File: src/rtl/trdb_branch_map.sv
// trdb_branch_map
// Records the taken/not-taken outcome of every retired conditional branch in
// a shift-style map (oldest branch in bit 0, stored bit = 1 for not taken).
// Reports empty/full status to the packet-format selector and hands a
// registered snapshot of the map and its entry count to the packet emitter
// whenever a packet consumes the map (flush_i).
//
// Ports:
//   clk_i          - clock, all logic on the rising edge
//   rst_i          - synchronous active-high reset
//   valid_i        - retire interface carries a valid instruction
//   branch_i       - retired instruction is a conditional branch
//   branch_taken_i - branch outcome, 1 = taken
//   flush_i        - emitter consumes the map this cycle
//   empty_o        - registered, entry count == 0
//   full_o         - registered, entry count == MAX_BRANCHES
//   count_o        - registered current entry count
//   snap_valid_o   - one-cycle pulse, snapshot fields valid
//   snap_map_o     - snapshot map, unused bits 0
//   snap_count_o   - number of valid bits in snap_map_o
//   overflow_o     - sticky dropped-branch flag (only with TRDB_BRANCH_MAP_ERR_EN)
//
// Optional feature macro: TRDB_BRANCH_MAP_ERR_EN adds overflow_o and its
// sticky register. Without it, records at full capacity are silently dropped.

module trdb_branch_map #(
    parameter int unsigned MAX_BRANCHES = 31,
    parameter int unsigned CNT_W        = $clog2(MAX_BRANCHES + 1)
) (
    input  logic                    clk_i,
    input  logic                    rst_i,
    input  logic                    valid_i,
    input  logic                    branch_i,
    input  logic                    branch_taken_i,
    input  logic                    flush_i,
    output logic                    empty_o,
    output logic                    full_o,
    output logic [CNT_W-1:0]        count_o,
    output logic                    snap_valid_o,
    output logic [MAX_BRANCHES-1:0] snap_map_o,
    output logic [CNT_W-1:0]        snap_count_o
`ifdef TRDB_BRANCH_MAP_ERR_EN
    ,
    output logic                    overflow_o
`endif
);

    logic [MAX_BRANCHES-1:0] map_r;
    logic [CNT_W-1:0]        count_r;
    logic                    empty_r;
    logic                    full_r;
    logic                    snap_valid_r;
    logic [MAX_BRANCHES-1:0] snap_map_r;
    logic [CNT_W-1:0]        snap_count_r;

    logic                    record_s;
    logic                    bit_s;
    logic                    at_cap_s;
    logic [MAX_BRANCHES-1:0] map_app_s;
    logic [MAX_BRANCHES-1:0] map_nxt_s;
    logic [CNT_W-1:0]        count_nxt_s;
    logic [MAX_BRANCHES-1:0] snap_map_nxt_s;
    logic [CNT_W-1:0]        snap_count_nxt_s;

    // Next-state computation for the map, count and snapshot contents.
    always_comb begin
        record_s         = valid_i & branch_i;
        bit_s            = ~branch_taken_i;
        at_cap_s         = (count_r == CNT_W'(MAX_BRANCHES));
        map_nxt_s        = map_r;
        count_nxt_s      = count_r;
        snap_map_nxt_s   = snap_map_r;
        snap_count_nxt_s = snap_count_r;

        // Map with the new bit written at index count; at capacity no index
        // matches, so the map is returned unchanged.
        map_app_s = map_r;
        for (int i = 0; i < int'(MAX_BRANCHES); i++) begin
            if (CNT_W'(i) == count_r) begin
                map_app_s[i] = bit_s;
            end else begin
                map_app_s[i] = map_r[i];
            end
        end

        if (flush_i) begin
            if (record_s && !at_cap_s) begin
                // New branch is appended first and travels in this snapshot.
                snap_map_nxt_s   = map_app_s;
                snap_count_nxt_s = count_r + CNT_W'(1);
                map_nxt_s        = '0;
                count_nxt_s      = '0;
            end else if (record_s) begin
                // Full map leaves in the snapshot; new branch starts the next map.
                snap_map_nxt_s   = map_r;
                snap_count_nxt_s = count_r;
                map_nxt_s        = '0;
                map_nxt_s[0]     = bit_s;
                count_nxt_s      = CNT_W'(1);
            end else begin
                snap_map_nxt_s   = map_r;
                snap_count_nxt_s = count_r;
                map_nxt_s        = '0;
                count_nxt_s      = '0;
            end
        end else if (record_s && !at_cap_s) begin
            map_nxt_s   = map_app_s;
            count_nxt_s = count_r + CNT_W'(1);
        end else begin
            // Idle, or a record dropped at capacity: state holds.
            map_nxt_s   = map_r;
            count_nxt_s = count_r;
        end
    end

    // State and registered status/snapshot outputs.
    always_ff @(posedge clk_i) begin
        if (rst_i) begin
            map_r        <= '0;
            count_r      <= '0;
            empty_r      <= 1'b1;
            full_r       <= 1'b0;
            snap_valid_r <= 1'b0;
            snap_map_r   <= '0;
            snap_count_r <= '0;
        end else begin
            map_r        <= map_nxt_s;
            count_r      <= count_nxt_s;
            empty_r      <= (count_nxt_s == CNT_W'(0));
            full_r       <= (count_nxt_s == CNT_W'(MAX_BRANCHES));
            snap_valid_r <= flush_i;
            snap_map_r   <= snap_map_nxt_s;
            snap_count_r <= snap_count_nxt_s;
        end
    end

`ifdef TRDB_BRANCH_MAP_ERR_EN
    logic overflow_r;

    // Sticky flag for a record dropped at capacity; only reset clears it.
    always_ff @(posedge clk_i) begin
        if (rst_i) begin
            overflow_r <= 1'b0;
        end else begin
            overflow_r <= overflow_r | (record_s & at_cap_s & ~flush_i);
        end
    end

    assign overflow_o = overflow_r;
`endif

    assign empty_o      = empty_r;
    assign full_o       = full_r;
    assign count_o      = count_r;
    assign snap_valid_o = snap_valid_r;
    assign snap_map_o   = snap_map_r;
    assign snap_count_o = snap_count_r;

endmodule

File: config.mk
export PLATFORM = sky130hd
export DESIGN_NAME = trdb_branch_map
export DESIGN_NICKNAME = d
export VERILOG_FILES = /design/src/rtl/trdb_branch_map.sv
export SDC_FILE = /design/constraint.sdc
export NUM_CORES = 1
export LEC_CHECK = 0
export CORE_MARGIN = 10
export CORE_UTILIZATION = 60
export CTS_CLUSTER_SIZE = 8
export DETAILED_ROUTE_END_ITERATION = 8
export DONT_BUFFER_PORTS = 1
export PLACE_DENSITY = 0.72
export SETUP_SLACK_MARGIN = 0.1
export SLEW_MARGIN = 20
export SYNTH_ARGS = -nofsm -noshare
export SYNTH_HDL_FRONTEND = slang
export SYNTH_SLANG_ARGS = --single-unit
File: constraint.sdc
create_clock -name clk_i -period 6.1 [get_ports clk_i]
set_clock_uncertainty 0.05 [all_clocks]
set_input_delay 1.22 -clock clk_i [delete_from_list [all_inputs] [get_ports clk_i]]
set_output_delay 1.22 -clock clk_i [all_outputs]
set_load 0.01 [all_outputs]
Word level (Yosys, flattened, before mapping). Index checks and enable logic that the tools add are counted. Widths: inputs -> output; s select.

Register bits: 75. RAM bits: 0. Latch bits: 0. Memories: 0. Memory bits (read-only): 0. Word-level logic and storage cells: 85. Output and inout bits: 44.

Multiplexer cells: 39. Add/sub/neg operators: 1. Reduce and logical (&&, ||, !) cells: 4. Eq/ne operators: 32. Shift operators: 0. Bitwise logic cells: 2. Div/mod/pow operators: 0. Multipliers: 0. Order comparisons: 0.

Operator list (count): $eq 5x5->1 const A (15); $mux 31 (2); $eq 4x5->1 const A (8); $mux 1 (35); $eq 3x5->1 const A (4); $eq 2x5->1 const A (2); $eq 5x5->1 const B (2); $logic_not 5->1 (2); $mux 5 (2); $add 5x1->5 const B (1); $eq 1x5->1 const A (1); $and 1x1->1 (1); $logic_and 1x1->1 (1); $logic_not 1->1 (1); $not 1->1 (1).

Longest topological paths before layout. Gate-level depths: netlist of run 1.

Word-level depth: 6. Depth in mapped cells: 10.

Least setup slack after synthesis of run 1. OpenSTA, ideal clock, no wires.

Path kind: register -> register. From: reg count_r[1], in the netlist count_o[1]. To: reg snap_map_r[18], in the netlist snap_map_o[18]. Data arrival time: 2.151 ns. Cell stages (with the launch flop): 11. Library setup time: 0.137 ns. Path buffers: 3. Data required time: 5.913 ns. Clock period less this slack: 2.338 ns. Path slack: 3.762 ns. Path through: dfxtp_1 ha_1 clkbuf_1 and3_1 ha_1 and3b_1 buf_4 buf_2 nand4_1 mux2i_1 a211oi_1.

Word-level cells in the longest chain between the ends: 4. Elaborated cells between the ends (all ways): 6. Those cells by class: eq/ne: 2; mux: 2; reduce/logical: 2.

Ends and longest elaborated chain: from (decl) (line 49) `logic [CNT_W-1:0] count_r;`; from (signal assigned) (line 128) `count_r <= count_nxt_s;`; $eq 5x5->1 (line 69) `at_cap_s = (count_r == CNT_W'(MAX_BRANCHES));`; $logic_not 1->1 (line 87) `if (record_s && !at_cap_s) begin`; $logic_and 1x1->1 (line 87); $mux 31 * (line 87); to (signal assigned) (line 132) `snap_map_r <= snap_map_nxt_s;`; to (decl) (line 53) `logic [MAX_BRANCHES-1:0] snap_map_r;`.

Every way passes the cells marked *; elsewhere a longest branch is shown, timed or not. A chain may end at the register's enable or synchronous reset.

Final worst setup path of run 1.
From: reg count_r[0], in the netlist count_o[0]. To: reg snap_map_r[23], in the netlist snap_map_o[23].

Same word-level chain as after synthesis.

==> results of run 1 <==
==> where the power goes <==
group	internal, mW	leakage [nW]	switching, mW
Sequential	0.503	0.611	0.0163
Combinational	0.0140	0.504	0.0214
Clock	0.192	0.0997	0.171
Total	0.709	1.22	0.209
==> cell usage in the layout, fill, tap and decap left out, types with 2 or more instances in the layout <==
cell       n
xor2_1     3
nor2_1    66
mux2i_1   26
nor3_1     5
ha_1       6
nand2_2    2
clkbuf_1   2
a21oi_1    8
nand3_1   15
nand2_1   11
inv_1      3
nor2b_1    3
or3_1      7
dfxtp_1   75
a311oi_1   7
o21ai_0    6
clkbuf_8  13
nand3b_1   3
a211oi_1  28
nand4_1    9
==> kinds of logic after synthesis <==
kind of cell	count (synthesis)
simple gates	133
flops	75
compound gates	53
buf+inv	31
mux	26
fa+ha+maj	6
xor+xnor	4
==> layout make-up <==
class	instances	area [µm²]	share of cell area [%]
Clock buffer	15	186.4	5.878
Clock inverter	1	5.005	0.1578
Inverter	4	15.01	0.4734
Multi-Input combinational cell	222	1380	43.51
Sequential cell	75	1501	47.34
Tap cell	67	83.83	2.643
==> metrics by stage <==
| step | cell area, µm² | hold slack, ns | std cells |
|---|---|---|---|
| after floorplan | 3022 | 0.4064 | 328 |
| after global placement | 2980 | 0.4229 | 368 |
| after detailed placement | 2980 | 0.4389 | 368 |
| after CTS | 3172 | 0.4508 | 384 |
| after global routing | 3172 | 0.4860 | 384 |
| final | 3172 | 0.4461 | 384 |
==> worst max path at each step <==
stage | startpoint | to | cells past startpoint
after floorplan | count_o[1] | snap_map_o[18] | 10
after global placement | branch_i | snap_map_o[23] | 4
after detailed placement | count_o[0] | snap_map_o[23] | 7
after CTS | count_o[0] | snap_map_o[23] | 7
after global routing | count_o[0] | snap_map_o[22] | 7
final | count_o[0] | snap_map_o[23] | 7
==> routing by layer <==
layer / share of wire (%) / routed length, µm / vias to the layer above
met2: 42 / 2666 / 68
met3: 10 / 666 / 7
met5: 0 / 0 / -
li1: - / - / 1125
met1: 46 / 2943 / 1022
met4: 1.4 / 89 / 0
==> worst register-to-register path, cell delays in order (launching register included) <==
cell      delay [ns]
dfxtp_1         0.43
ha_1            0.37
and3_1          0.21
ha_1            0.22
and3b_1         0.83
nand2_2         0.18
or3_1           0.41
a311oi_1        0.26
==> flip-flops by register name (all words and copies together), names as in the netlist <==
name          cells
full_o            1
empty_o           1
snap_map_o       31
snap_count_o      5
count_o           5
map_r            31
snap_valid_o      1
==> run_results.csv, run 1 <==
group,metric,value,unit
route,dr.pass1.iters,6,
placed_design,hpwl,4181,µm
timing,hold_viol,0,
critical_path,cp_max_fo,26,
power,p_total,917.9,µW
critical_path,path_cells,"ha_1 -> and3_1 -> ha_1 -> and3b_1 -> nand2_2 -> or3_1 -> a311oi_1",
worst_hold_path,hold_end,"map_r[17]",
synth,syn_avg_cell_area,9.212,µm²
synth,synth_seq_cells,75,
global_routing,grt_max_degree,79,
worst_hold_path,hp-class,"flop to flop",
timing,worst_pin_slew,0.9215,ns
outcome,outcome,"completed",
clocking,cts.path.max_buffers,2,
synth,ys_top_cells_by_area,"dfxtp_1, mux2i_1, nor2_1",
clocking,cts.sinks,75,
synth,synthAdderAreaFrac,2.484,%
synth,synth_edf_count,0,
worst_hold_path,worstHoldPathCells,2,
route,via_count,2222,
synth,yosysMostFrequentCell,"dfxtp_1",
cells_and_area,diodes,0,
critical_path,cp_slowest_cell,"and3b_1",
clocking,ctsHoldBuffers,0,
timing,final.min_clock_period,3.044,ns
cells_and_area,utilization,65.84,%
synth,ys.flop_type,"dfxtp_1",
timing,fmax,328.5,MHz
floorplanning,dieArea,8275,µm²
timing,setup_tns,0,ns
route,wl_per_cell,16.57,µm
clocking,htree_levels,3,
placed_design,port_buffers,0,
clocking,clkSlewWorstSetupHoldPaths,0.07,ns
critical_path,critPathBufInv,0,
global_routing,met2_usage,22.32,%
timing,maxSlewHeadroom,38.57,%
synth,synth_top_family_by_area,"simple AND/OR/NAND/NOR gates",
clocking,insertion_delay,0.34,ns
critical_path,cp_common_cell,"ha_1",
critical_path,reg2reg_from,"count_o[0]",
synth,yosys.area.top_type_share,49.69,%
critical_path,r2r_slack,3.06,ns
power,p_leak,1.215,nW
global_routing,antenna_found_initial,0,
clocking,cts_resized,0,
critical_path,r2r_cells,7,
route,wirelength,6364,µm
global_routing,grt_pass1_wl,11040,µm
timing,layout_worst_path_cycle_share,49.90,%
global_routing,met3_usage,8.560,%
clocking,cts_buffers,9,
synth,synthMuxAreaShare,8.613,%
global_routing,busiest_layer,"met2",
global_routing,overflow,0,
synth,synth_top_cell_by_area,"dfxtp_1",
clocking,post_cts_buffers,0,
cells_and_area,layout.nets,324,
critical_path,r2r_end,"snap_map_o[23]",
placed_design,place_ws,3.098,ns
synth,seq_area_frac_synth,49.69,%
synth,synth_cell_types,40,
floorplanning,start_util,62.73,%
clocking,ctsRootBufferMaster,"clkbuf_8",
timing,rsz0062_at_grt,"no",
synth,synth-async-reset-ratio,0,%
route,post_drt_via_cell_ratio,5.786,
placed_design,place_congestion,0.8500,
critical_path,end_kind,"flop",
floorplanning,dieWidth,90.97,µm
route,dr.first_iter.drc_count,175,
timing,setup_ws,3.056,ns
floorplanning,core-area,4817,µm²
cells_and_area,syn2layout_area_growth,4.969,%
synth,synth-xor-area-share,1.159,%
worst_hold_path,holdCritStartpoint,"map_r[17]",
timing,final_max_slew_viol_count,0,
global_routing,grt_pass1_vias,2159,
synth,yosysWarnings,0,
synth,yosys.area_share.simple,20.99,%
critical_path,cp_top_family,"simple AND/OR/NAND/NOR gates",
synth,syn_nets,340,
critical_path,crit_arrival,3.25,ns
synth,syn_area,3022,µm²
floorplanning,rows,25,
timing,setup_violations,0,
power,power_density,289.4,nW/µm²
cells_and_area,drive_gt1_share,6.309,%
run,maxCapViolCount,0,
global_routing,grt_use_met1,20.85,%
synth,synth_compound_area_share,12.42,%
critical_path,required,6.30,ns
route,antenna_left,0,
floorplanning,ioPinCount,50,
cells_and_area,num-fill-cells,421,
synth,synth_cells,328,
global_routing,grt_use_total,16.18,%
power,irDropWorstVdd,0.2211,mV
route,drc,0,
clocking,cts_tree,"yes",
critical_path,start_kind,"flop",
synth,synthTopCellsByCount,"dfxtp_1, nor2_1, a211oi_1",
critical_path,critPathMaxStageDelay,0.83,ns
critical_path,path_class,"flop to flop",
floorplanning,die_y,90.97,µm
(Power assumes the default switching activity.)
==> inputs of run 2 (changes only) <==
Settings changed: CORE_UTILIZATION 60 to 56, PLACE_DENSITY 0.72 to 0.7.
Clock period 6.1 ns to 2.65 ns, I/O delays scaled along.
==> run_results.csv, run 2 (synthesized netlist as in run 1, its figures left out) <==
group,metric,value,unit
route,drc,0,
critical_path,crit_arrival,2.56,ns
power,switching_share,23.87,%
route,antenna_left,0,
floorplanning,core-area,5172,µm²
timing,final_max_slew_viol_count,0,
critical_path,end_kind,"flop",
global_routing,grt_pass1_wl,11580,µm
critical_path,critPathMaxStageDelay,0.42,ns
clocking,post_cts_buffers,0,
worst_hold_path,hp-class,"primary input to flop",
route,wl_per_cell,17.34,µm
critical_path,cp_max_fo,17,
run,maxCapViolCount,0,
global_routing,grt_pass1_vias,2217,
placed_design,hpwl,4587,µm
outcome,outcome,"completed",
cells_and_area,syn2layout_area_growth,6.667,%
clocking,insertion_delay,0.34,ns
placed_design,port_buffers,0,
timing,maxSlewHeadroom,51.32,%
global_routing,antenna_found_initial,0,
timing,layout_worst_path_cycle_share,88.92,%
power,p_int,1.577,mW
cells_and_area,layout.nets,332,
clocking,cts.path.max_buffers,2,
cells_and_area,drive_gt1_share,9.231,%
cells_and_area,layout_common_cells,"dfxtp_1, nor2_1, a211oi_1, mux2i_1, nand3_1",
cells_and_area,layout_commonest_cell,"dfxtp_1",
route,dr.first_iter.drc_count,147,
timing,worst_pin_slew,0.7303,ns
clocking,clkSlewWorstSetupHoldPaths,0.07,ns
power,p_leak,1.253,nW
route,wirelength,6849,µm
clocking,ctsHoldBuffers,0,
placed_design,place_congestion,0.9269,
timing,rsz0062_at_grt,"no",
critical_path,path_cells,"ha_1 -> and3_1 -> ha_1 -> and3b_1 -> buf_4 -> nand4_1 -> mux2i_1 -> a211oi_1",
power,pwr-share-clk,38.1,%
clocking,htree_levels,3,
route,post_drt_via_cell_ratio,5.747,
critical_path,cp_slowest_cell,"and3b_1",
floorplanning,die_y,93.46,µm
timing,final.min_clock_period,2.356,ns
critical_path,start_kind,"flop",
timing,whs,0.1958,ns
power,power_switching,494.5,µW
timing,setup_violations,0,
critical_path,r2r_cells,8,
power,power_density,642.7,nW/µm²
global_routing,grt_use_total,16.38,%
critical_path,crit_cells,8,
power,p_comb_share,4.5,%
critical_path,path_class,"flop to flop",
critical_path,cp_common_cell,"ha_1",
power,irDropWorstVdd,0.4271,mV
clocking,ctsRootBufferMaster,"clkbuf_8",
clocking,cts.sinks,75,
timing,setup_tns,0,ns
floorplanning,dieArea,8734,µm²
clocking,cts_tree,"yes",
route,via_count,2270,
floorplanning,dieWidth,93.46,µm
critical_path,cp_top_family,"simple AND/OR/NAND/NOR gates",
critical_path,required,2.85,ns
global_routing,overflow,0,
clocking,cts_buffers,9,
critical_path,critPathBufInv,1,
route,dr.pass1.iters,4,
cells_and_area,diodes,0,
floorplanning,ioPinCount,50,
floorplanning,rows,26,
timing,hold_viol,0,
floorplanning,start_util,58.42,%
power,seqPwrFrac,57.5,%
clocking,cts_resized,0,
worst_hold_path,worstHoldPathCells,1,
timing,fmax,424.4,MHz
global_routing,grt_max_degree,79,
run 2: power groups by stage:
| stage | clock network [mW] | registers [mW] | logic (mW) |
|---|---|---|---|
| 3_5_place_dp | 0 | 1.22 | 0.0932 |
| 6_report | 0.789 | 1.19 | 0.0927 |
| 3_3_place_gp | 0 | 1.22 | 0.0892 |
| 4_1_cts | 0.805 | 1.19 | 0.0936 |
| 5_1_grt | 0.863 | 1.20 | 0.106 |
| 2_1_floorplan | 0 | 1.21 | 0.0935 |
run 2: worst reg2reg max path: stages, from the launching register on:
cell and delay, ns:
dfxtp_1 0.32, ha_1 0.20, and3_1 0.17, ha_1 0.23
and3b_1 0.43, buf_4 0.28, nand4_1 0.13, mux2i_1 0.17
a211oi_1 0.31
run 2: path summary, 6_finish.rpt:
| check | from | endpoint | slack, ns |
|---|---|---|---|
| hold / removal | rst_i | snap_count_o[4] | 0.20 |
| hold reg to reg | map_r[24] | map_r[24] | 0.45 |
| setup reg to reg | count_o[0] | snap_map_o[3] | 0.29 |
| setup / recovery | count_o[0] | snap_map_o[3] | 0.29 |
run 2: layer usage:
layer	wire length (µm)	global-route usage, %	part of all wire (%)	up-vias
met5	0	0	0	-
met4	97	6.812	1.4	0
met3	675	6.875	9.9	11
met2	2918	22.97	43	66
met1	3158	21.47	46	1048
li1	-	-	-	1145
run 2: cell type report:
type                    instances  area [µm²]
fillers                       451        1949
inverters                       4       15.01
well taps                      70       87.58
repair buffers                  8       60.06
clock buffers                  11       151.4
multi-input cells             222        1380
flip-flops and latches         75        1501
clock inverters                 5       27.53
run 2: per-stage QoR:
| stage | setup slack (ns) | utilization [%] | area, µm² | instances | power (mW) |
|---|---|---|---|---|---|
| finish | 0.2935 | 62.31 | 3223 | 395 | 2.071 |
| global route | 0.1033 | 62.31 | 3223 | 395 | 2.165 |
| CTS | 0.2949 | 62.31 | 3223 | 395 | 2.090 |
| detailed placement | 0.3448 | 58.85 | 3044 | 379 | 1.312 |
| global placement | 0.4342 | 58.85 | 3044 | 379 | 1.307 |
| floorplan | 0.3118 | - | 3022 | 328 | 1.306 |
==> inputs of run 3 (changes only) <==
Settings changed: CORE_UTILIZATION 56 to 60, CTS_CLUSTER_SIZE 8 to 40, PLACE_DENSITY 0.7 to 0.72.
Clock period 2.65 ns to 2.21 ns, I/O delays scaled along.
==> run_results.csv, run 3 (synthesized netlist as in run 1, its figures left out) <==
group,metric,value,unit
timing,maxSlewHeadroom,74.20,%
clocking,cts_buffers,9,
critical_path,cp_max_fo,10,
outcome,outcome,"completed",
floorplanning,start_util,62.73,%
floorplanning,die_y,90.97,µm
clocking,insertion_delay,0.36,ns
critical_path,r2r_cells,8,
critical_path,start_kind,"flop",
clocking,clkSlewWorstSetupHoldPaths,0.08,ns
critical_path,r2r_slack,0.11,ns
timing,final_max_slew_viol_count,0,
cells_and_area,multi_input_area,1469,µm²
timing,rsz0062_at_grt,"yes",
cells_and_area,layout_commonest_cell,"dfxtp_1",
placed_design,hpwl,4397,µm
timing,setup_tns,0,ns
timing,hold_viol,0,
floorplanning,ioPinCount,50,
floorplanning,dieArea,8275,µm²
cells_and_area,final_cells,401,
floorplanning,core-area,4817,µm²
clocking,htree_levels,3,
critical_path,path_class,"flop to flop",
global_routing,grt_max_degree,79,
route,wirelength,6696,µm
route,post_drt_via_cell_ratio,5.738,
critical_path,crit_arrival,2.32,ns
global_routing,overflow,0,
timing,worst_pin_slew,0.3862,ns
cells_and_area,drive_gt1_share,16.77,%
floorplanning,dieWidth,90.97,µm
critical_path,required,2.44,ns
route,via_count,2301,
cells_and_area,layout_common_cells,"dfxtp_1, nor2_1, mux2i_1, a211oi_1, buf_4",
route,wl_per_cell,16.70,µm
cells_and_area,num-fill-cells,395,
placed_design,dp.cells,381,
timing,layout_worst_path_cycle_share,94.80,%
clocking,cts.path.max_buffers,2,
cells_and_area,syn2layout_area_growth,12.84,%
critical_path,end_kind,"flop",
route,drc,0,
global_routing,grt_use_total,16.56,%
power,p_leak,1.297,nW
clocking,ctsHoldBuffers,0,
critical_path,r2r_end,"snap_map_o[22]",
global_routing,grt_pass1_vias,2204,
placed_design,port_buffers,0,
cells_and_area,layout.nets,341,
timing,fmax,477.3,MHz
critical_path,reg2reg_from,"count_o[0]",
global_routing,antenna_found_initial,0,
timing,whs,0.09372,ns
cells_and_area,seq_area,1506,µm²
power,p_total,2.560,mW
route,dr.pass1.iters,4,
worst_hold_path,hp-class,"primary input to flop",
timing,final.min_clock_period,2.095,ns
run,maxCapViolCount,0,
route,antenna_left,0,
cells_and_area,diodes,0,
clocking,cts_tree,"yes",
critical_path,startpoint,"count_o[0]",
clocking,cts.sinks,75,
route,dr.first_iter.drc_count,124,
power,irDropWorstVdd,0.6065,mV
timing,setup_violations,0,
power,power_density,750.9,nW/µm²
placed_design,place_congestion,0.8346,
floorplanning,rows,25,
critical_path,crit_path_end,"snap_map_o[22]",
clocking,ctsRootBufferMaster,"clkbuf_8",
global_routing,grt_pass1_wl,11210,µm
[run 3: repair_timing]
item | CTS | global route
hold endpoints to repair | 0 | 0
pin swaps | 0 | 10
setup endpoints to repair | 3 | 15
resized for setup | 1 | 11
setup buffers | 4 | 0
[run 3: worst min-delay path by stage]
stage,depth (start not counted),slack [ns],endpoint,start
floorplan,2,0.41,map_r[28],map_r[28]
global placement,2,0.42,map_r[28],map_r[28]
detailed placement,2,0.43,map_r[0],map_r[0]
CTS,1,0.08,snap_map_o[8],rst_i
global route,1,0.07,snap_map_o[7],rst_i
finish,1,0.09,snap_map_o[22],rst_i
[run 3: worst max-delay path, stage by stage, from the launching register on]
cell and delay [ns]:
dfxtp_4 0.36, ha_4 0.15, and3_4 0.16, ha_4 0.16, and3b_2 0.27, buf_12 0.14, nand2_2 0.07, or3_1 0.40
a311oi_2 0.26
[run 3: per-layer routing]
layer / vias up / part of all wire [%] / track usage [%] / routed length [µm]
li1: 1167 / - / - / -
met1: 1047 / 44 / 20.22 / 2919
met2: 77 / 43 / 23.27 / 2846
met3: 10 / 12 / 10.04 / 828
met4: 0 / 1.5 / 6.136 / 101
met5: - / 0 / 0 / 0
[run 3: metrics by stage]
step                      setup WS (ns)  util (%)  area [µm²]
after global routing            0.03773     70.78        3410
final                            0.1149     70.78        3410
after floorplan                  0.1005         -        3073
after detailed placement        0.09949     64.88        3126
after CTS                        0.1280     69.58        3352
after global placement           0.1395     64.88        3126
[run 3: cell type report]
cell class	count	area share [%]
clock inverters	6	1.358
inverters	4	0.4404
multi-input cells	222	43.08
flip-flops and latches	75	44.18
repair buffers	17	4.110
well taps	67	2.459
clock buffers	10	4.367
[run 3: power by group]
group	switching, mW	leakage [nW]	internal (mW)
Sequential	0.0402	0.612	1.39
Clock	0.527	0.0940	0.480
Combinational	0.0708	0.591	0.0561
Total	0.638	1.30	1.92
